[config.mk]
export PLATFORM = sky130hd
export DESIGN_NAME = div5
export DESIGN_NICKNAME = d
export VERILOG_FILES = /design/src/rtl/div5.sv
export SDC_FILE = /design/constraint.sdc
export NUM_CORES = 1
export LEC_CHECK = 0
export ABC_AREA = 1
export BUFFER_PORTS_ARGS = -buffer_cell sky130_fd_sc_hd__buf_2
export CAP_MARGIN = 20
export CORE_AREA = 2 2 83 85
export DETAILED_ROUTE_END_ITERATION = 6
export DIE_AREA = 0 0 85 87
export PLACE_DENSITY = 0.57
export SLEW_MARGIN = 10
export SYNTH_ARGS = -nofsm -noshare
export SYNTH_HDL_FRONTEND = slang
export SYNTH_SLANG_ARGS = --single-unit
export TNS_END_PERCENT = 1
[constraint.sdc]
create_clock -name clk -period 4.1 [get_ports clk]
set_clock_uncertainty 0.15 [all_clocks]
set_input_delay 0.41 -clock clk [delete_from_list [all_inputs] [get_ports clk]]
set_output_delay 0.41 -clock clk [all_outputs]
set_load 0.02 [all_outputs]
[src/rtl/div5.sv]
// Sequential 10-bit by 5-bit unsigned restoring divider, one quotient bit per clock.
// Optional DIV5_ZERO_CHECK_EN: divide-by-zero short-circuits to DONE with dz set.
module div5 (
  input  logic       clk,
  input  logic       rst,
  input  logic       start,
  input  logic [9:0] p,
  input  logic [4:0] m,
  output logic [9:0] q,
  output logic [4:0] r,
  output logic       busy,
  output logic       done,
  output logic       dz
);

  typedef enum logic [1:0] {StIdle, StRun, StDone} state_t;

  state_t     state_q, state_d;
  logic [9:0] dvd_q, dvd_d;
  logic [4:0] dvs_q, dvs_d;
  logic [4:0] rem_q, rem_d;
  logic [9:0] quo_q, quo_d;
  logic [3:0] n_q, n_d;
  logic [9:0] q_q, q_d;
  logic [4:0] r_q, r_d;
  logic [5:0] t, diff;

`ifdef DIV5_ZERO_CHECK_EN
  logic dz_q, dz_d;
`endif

  assign t    = {rem_q, dvd_q[9]};
  assign diff = t - {1'b0, dvs_q};

  always_comb begin
    state_d = state_q;
    dvd_d   = dvd_q;
    dvs_d   = dvs_q;
    rem_d   = rem_q;
    quo_d   = quo_q;
    n_d     = n_q;
    q_d     = q_q;
    r_d     = r_q;
`ifdef DIV5_ZERO_CHECK_EN
    dz_d    = dz_q;
`endif
    unique case (state_q)
      StIdle, StDone: begin
        if (start) begin
          dvd_d   = p;
          dvs_d   = m;
          rem_d   = 5'd0;
          quo_d   = 10'd0;
          n_d     = 4'd0;
          state_d = StRun;
`ifdef DIV5_ZERO_CHECK_EN
          dz_d = 1'b0;
          if (m == 5'd0) begin
            state_d = StDone;
            q_d     = 10'h3ff;
            r_d     = 5'd0;
            dz_d    = 1'b1;
          end
`endif
        end else if (state_q == StDone) begin
          state_d = StIdle;
        end
      end
      StRun: begin
        dvd_d = {dvd_q[8:0], 1'b0};
        if (t >= {1'b0, dvs_q}) begin
          rem_d = diff[4:0];
          quo_d = {quo_q[8:0], 1'b1};
        end else begin
          rem_d = t[4:0];
          quo_d = {quo_q[8:0], 1'b0};
        end
        n_d = n_q + 4'd1;
        // Results are published only on completion so q/r hold through RUN.
        if (n_q == 4'd9) begin
          state_d = StDone;
          q_d     = quo_d;
          r_d     = rem_d;
        end
      end
      default: state_d = StIdle;
    endcase
  end

  always_ff @(posedge clk) begin
    if (rst) begin
      state_q <= StIdle;
      dvd_q   <= 10'd0;
      dvs_q   <= 5'd0;
      rem_q   <= 5'd0;
      quo_q   <= 10'd0;
      n_q     <= 4'd0;
      q_q     <= 10'd0;
      r_q     <= 5'd0;
    end else begin
      state_q <= state_d;
      dvd_q   <= dvd_d;
      dvs_q   <= dvs_d;
      rem_q   <= rem_d;
      quo_q   <= quo_d;
      n_q     <= n_d;
      q_q     <= q_d;
      r_q     <= r_d;
    end
  end

`ifdef DIV5_ZERO_CHECK_EN
  always_ff @(posedge clk) begin
    if (rst) dz_q <= 1'b0;
    else     dz_q <= dz_d;
  end
  assign dz = dz_q;
`else
  assign dz = 1'b0;
`endif

  assign q    = q_q;
  assign r    = r_q;
  assign busy = (state_q == StRun);
  assign done = (state_q == StDone);

endmodule

Yosys cells after proc, flatten, opt, wreduce, memory -nomap -nowiden

Index checks and enable logic that the tools add are counted.
Widths: inputs -> output; s select.

Output and inout bits: 18
Register bits: 50
Input port bits: 18
Word-level logic and storage cells: 38

$add $sub $neg: 2
Order comparisons: 1
Multiplexer cells: 14
Reductions and logical operators: 7
Equal/unequal tests: 6

Operator list:

| operator            | number |
|---|---|
| $pmux 10 s2         | 1 |
| $pmux 9 s2          | 1 |
| $mux 10             | 1 |
| $mux 5              | 2 |
| $pmux 5 s2          | 1 |
| $mux 9              | 1 |
| $pmux 4 s2          | 1 |
| $reduce_and 2->1    | 4 |
| $ge 6x5->1          | 1 |
| $mux 2              | 3 |
| $sub 5x5->5         | 1 |
| $add 4x1->4 const B | 1 |
| $eq 4x4->1 const B  | 1 |
| $mux 4              | 1 |
| $pmux 2 s2          | 1 |
| $ne 3x3->1 const B  | 1 |
| $eq 2x1->1 const B  | 1 |
| $eq 2x2->1 const B  | 1 |
| $logic_not 2->1     | 1 |
| $ne 2x1->1 const B  | 1 |
| $ne 2x2->1 const B  | 1 |
| $reduce_bool 2->1   | 1 |
| $reduce_or 2->1     | 1 |
| $mux 1              | 1 |

Logic depth before layout (Yosys ltp)

Depth in word-level cells: 4
Mapped depth: 13
Gate-level depth less buffers: 13

Worst setup path after synthesis

Ideal clock, no wire load.

Path type: reg-to-reg
Start point: register dvd_q[9]
End point: register r_q[4] (netlist: r[4])
Arrival time: 1.563 ns
Setup slack: 2.272 ns
Required time: 3.835 ns
Period minus slack after synthesis: 1.828 ns
Cell stages (with the launch flop): 13
Library setup time: 0.115 ns
Path buffers: 0
Cells stage by stage: dfxtp_1 -> inv_1 -> ha_1 -> inv_1 -> fa_1 -> inv_1 -> nand2_1 -> nand3_4 -> nand3_4 -> nand2_1 -> nand2_1 -> o21ai_0 -> inv_1

Longest elaborated chain between the ends: 2
Elaborated cells on any way between the ends: 3
Those cells by class: 1 x add/sub; 1 x order compare; 1 x mux

Ends and longest elaborated chain:

| item                                             | line   | source |
|---|---|---|
| start, declared                                  | 19     | `logic [9:0] dvd_q, dvd_d;` |
| start signal, assigned                           | 102    | `dvd_q <= dvd_d;` |
| $sub 5x5->5 / $ge 6x5->1 (equally long branches) | 33, 71 |  |
| $mux 5 (*)                                       | 71     | `if (t >= {1'b0, dvs_q}) begin` |
| end signal, assigned                             | 108    | `r_q <= r_d;` |
| end, declared                                    | 25     | `logic [4:0] r_q, r_d;` |

Every way passes the cells marked *; elsewhere a longest branch is shown, timed or not.
A chain may end at the register's enable or synchronous reset.

Final worst setup path

Start point: register state_q[0]
End point: register dvd_q[6]

Longest elaborated chain between the ends: 4
Elaborated cells on any way between the ends: 8
Those cells by class: 3 x eq/ne; 1 x mux; 4 x reduce/logical

Ends and longest elaborated chain:

| item                                                             | line | source |
|---|---|---|
| start, declared                                                  | 18   | `state_t state_q, state_d;` |
| start signal, assigned                                           | 92   | `state_q <= StIdle;` |
| start signal, assigned                                           | 101  | `state_q <= state_d;` |
| $eq 2x2->1 / $logic_not 2->1 (equally long branches)             | 47   | `unique case (state_q)` |
| $reduce_or 2->1                                                  | 47   |  |
| $ne 2x2->1 (no line) / $reduce_bool 2->1 (equally long branches) | -    |  |
| $reduce_and 2->1 (no line)                                       | -    |  |

Parallel ways exist; a longest one is shown, timed or not.

==> results.md <==
- Antenna Diode Count: 0
- Clock-pin slew on the worst setup and hold paths: 0.10 ns
- Largest net degree at the start of global routing: 33
- Sequential element share of the synthesized area: 45.1%
- DR vias: 1910
- Distinct cells, synth: 32
- R2r startpoint: state_q[0]$_SDFFE_PP0P_
- Mean Syn Cell Area: 7.42 µm²
- Power Density: 437 nW/µm²
- VDD IR max: 0.000157 V
- Area leader, netlist: dfxtp_1
- Syn. warnings: 0
- Number of setup violations in the final report: 0
- Final slew viol count: 0
- Sequential Area: 1000 µm²
- H-Tree Depth: 2
- CP cell instances: nor2_1, inv_2, nand2_2, inv_2, nand2_1, a31oi_1
- Postcts setup bufs: 0
- CTS Buf Count: 5
- Port Buf Inserts: 34
- I/O pin total: 36
- GP Congestion: 0.829
- Static Leakage: 1.16 nW
- Status: finished clean
- FP Rows: 30
- First-pass GRT wire length: 8.21 mm
- Max Fclk: 476 MHz
- Final core utilization: 38.7%
- Cells after Synth: 299
- Most frequent cells in the layout: nand2_1, dfxtp_1, buf_2, inv_1, nand3_1
- Share of cells above drive strength 1: 17.6%
- Max layer used: met4
- Post_cts resized: 0
- Critical Path End Type: register
- Vias in the first global route: 1786
- Worst-case clock buffer depth: 2
- Number of antenna violations at the first check in global routing: 0
- Overall routing resource usage: 13.5%
- Die width: 85 µm
- TritonCTS clock tree: done
- Worst slew pin tran: 0.871 ns
- Rel. slew slack: 41.7%
- CTS Sinks: 50
- Register bit total from synthesis: 50
- Met2 Wirelength: 2.18 mm
- Die area: 7400 µm²
- Max incr delay on CP: 0.68 ns
- Drt initial violations: 103
- Area of the multi-input gates: 1040 µm²
- Critical path class: register to register
- Startpoint Class: register
- Crit path DAT: 2.12 ns
- Die height: 87 µm
- Synth Net Count: 325
- Post-synth top area share: 45.1%
- ANT nets after route: 0
- Filler Cells Inserted: 700
- Crit path from: state_q[0]$_SDFFE_PP0P_
- Final Hold Viols: 0
- R2R depth: 6
- Drt total wl: 4.69 mm
- Effective utilization at floorplan: 33.8%
- Clock latency on the worst-skew pair: 0.30 ns
- Hold path start: m[0]
- WHS: 0.198 ns
- Most common cell after layout, fill and taps aside: nand2_1
- Worst Hold Class: input pin to register
- Cell mode on critical path: inv_2
- Fin nets: 354
- Unrepaired setup endpoints after global routing: false
- Post-Synthesis Cell Area: 2220 µm²
- DR vias/cell: 4.67
- Area Overhead vs Synth: 14.6%
- Critical Path RT: 4.11 ns
- WL per Instance: 11.5 µm
- Core Box Area: 6570 µm²
- Maxcap violations: 0
- Critical path destination: dvd_q[6]$_SDFFE_PP0P_
- Grt total ovfl: 0
- DR pass1 iterations: 4
- Final worst path period need: 2.10 ns
- DRC Markers: 0
- Routed length on met1: 2.27 mm
- Met3 routed WL: 160 µm
- Reg-to-reg critical path endpoint: dvd_q[6]$_SDFFE_PP0P_
- R2r setup slk: 2.00 ns
- CP Max Fanout: 24
- Post-CTS Hold Buffers: 0
- Detail Placement HPWL: 3.27 mm
- Period utilization: 51.3%
- Worst path slowest cell: nor2_1
- TNS Setup: 0 ns
- Synth area leaders: dfxtp_1, nand2_1, nand3_1
- Root buffer cell: clkbuf_8
[cells in the mapped netlist (all sizes together)]
| cell type | n |
|---|---|
| nand2 | 101 |
| dfxtp | 50 |
| inv | 27 |
| nand3 | 24 |
| a21oi | 23 |
| nor2 | 20 |
| o21ai | 10 |
| a31oi | 9 |
| buf | 9 |
| ha | 7 |
| clkbuf | 4 |
| clkinv | 2 |
| nand3b | 2 |
| o22ai | 2 |
| a211oi | 1 |
| a21boi | 1 |
| a21o | 1 |
| conb | 1 |
| fa | 1 |
| nand4 | 1 |
| o311a | 1 |
| or2 | 1 |
| xnor2 | 1 |
[worst min-delay path by stage]
stage | slack [ns] | depth (start not counted) | to
after floorplan | 0.29 | 2 | dvs_q[2]$_SDFFE_PP0P_
after global placement | 0.31 | 2 | dvd_q[0]$_SDFFE_PP0P_
after detailed placement | 0.31 | 2 | q[7]$_SDFFE_PP0P_
after CTS | 0.20 | 3 | dvs_q[0]$_SDFFE_PP0P_
after global routing | 0.20 | 3 | dvd_q[0]$_SDFFE_PP0P_
final | 0.20 | 3 | dvs_q[0]$_SDFFE_PP0P_
[stage by stage]
| step | setup WS, ns | cells | total power [mW] | cell area, µm² |
|---|---|---|---|---|
| finish | 2.00 | 409 | 1.11 | 2540 |
| global route | 1.73 | 409 | 1.18 | 2540 |
| CTS | 1.92 | 409 | 1.13 | 2540 |
| detailed placement | 1.79 | 401 | 0.776 | 2430 |
| global placement | 1.86 | 401 | 0.774 | 2430 |
| floorplan | 2.27 | 299 | 0.725 | 2220 |
[sequential cells by signal, indices dropped and copies added (netlist names)]
signal   cells
dvd_q       10
dvs_q        5
n_q          4
q           10
quo_q        9
r            5
rem_q        5
state_q      2
[critical path, delay by kind of cell (launching register included)]
family                 cells  cell delay [ns]
buffers and inverters      2             0.43
AO/OA/AOI/OAI              1             0.07
AND/OR/NAND/NOR            3             0.96
flip-flops                 1             0.34
[layer usage]
metal | track usage, % | vias to the layer above
li1 | - | 1015
met1 | 17.1 | 863
met2 | 23.1 | 26
met3 | 2.84 | 6
met4 | 4.33 | 0
met5 | 0 | -
[power breakdown]
part / internal (mW) / total, mW / switching [mW]
clock: 0.182 / 0.350 / 0.168
combinational: 0.0875 / 0.241 / 0.153
sequential: 0.507 / 0.522 / 0.0148
[logic make-up (layout without fill, tap and decap cells)]
family                     Yosys count  after routing  synth area share (%)
DFF                                 50             50                  45.1
other                                1              1                 0.169
xor gates and xnor gates             1              1                 0.395
buffers and inverters               42             72                  8.01
AOI/OAI and AO/OA                   48             48                  12.5
and+or+nand+nor                    149            149                  28.9
adders and majority gates            8              8                  4.85
[area by class of cell]
cell class	count	area share [%]
multi-input cells	207	40.9
clock buffers	5	2.71
inverters	29	4.33
flip-flops and latches	50	39.4
repair buffers	35	6.99
well taps	80	3.94
clock inverters	3	1.77
Note: power is estimated with default switching activity, not from simulation.
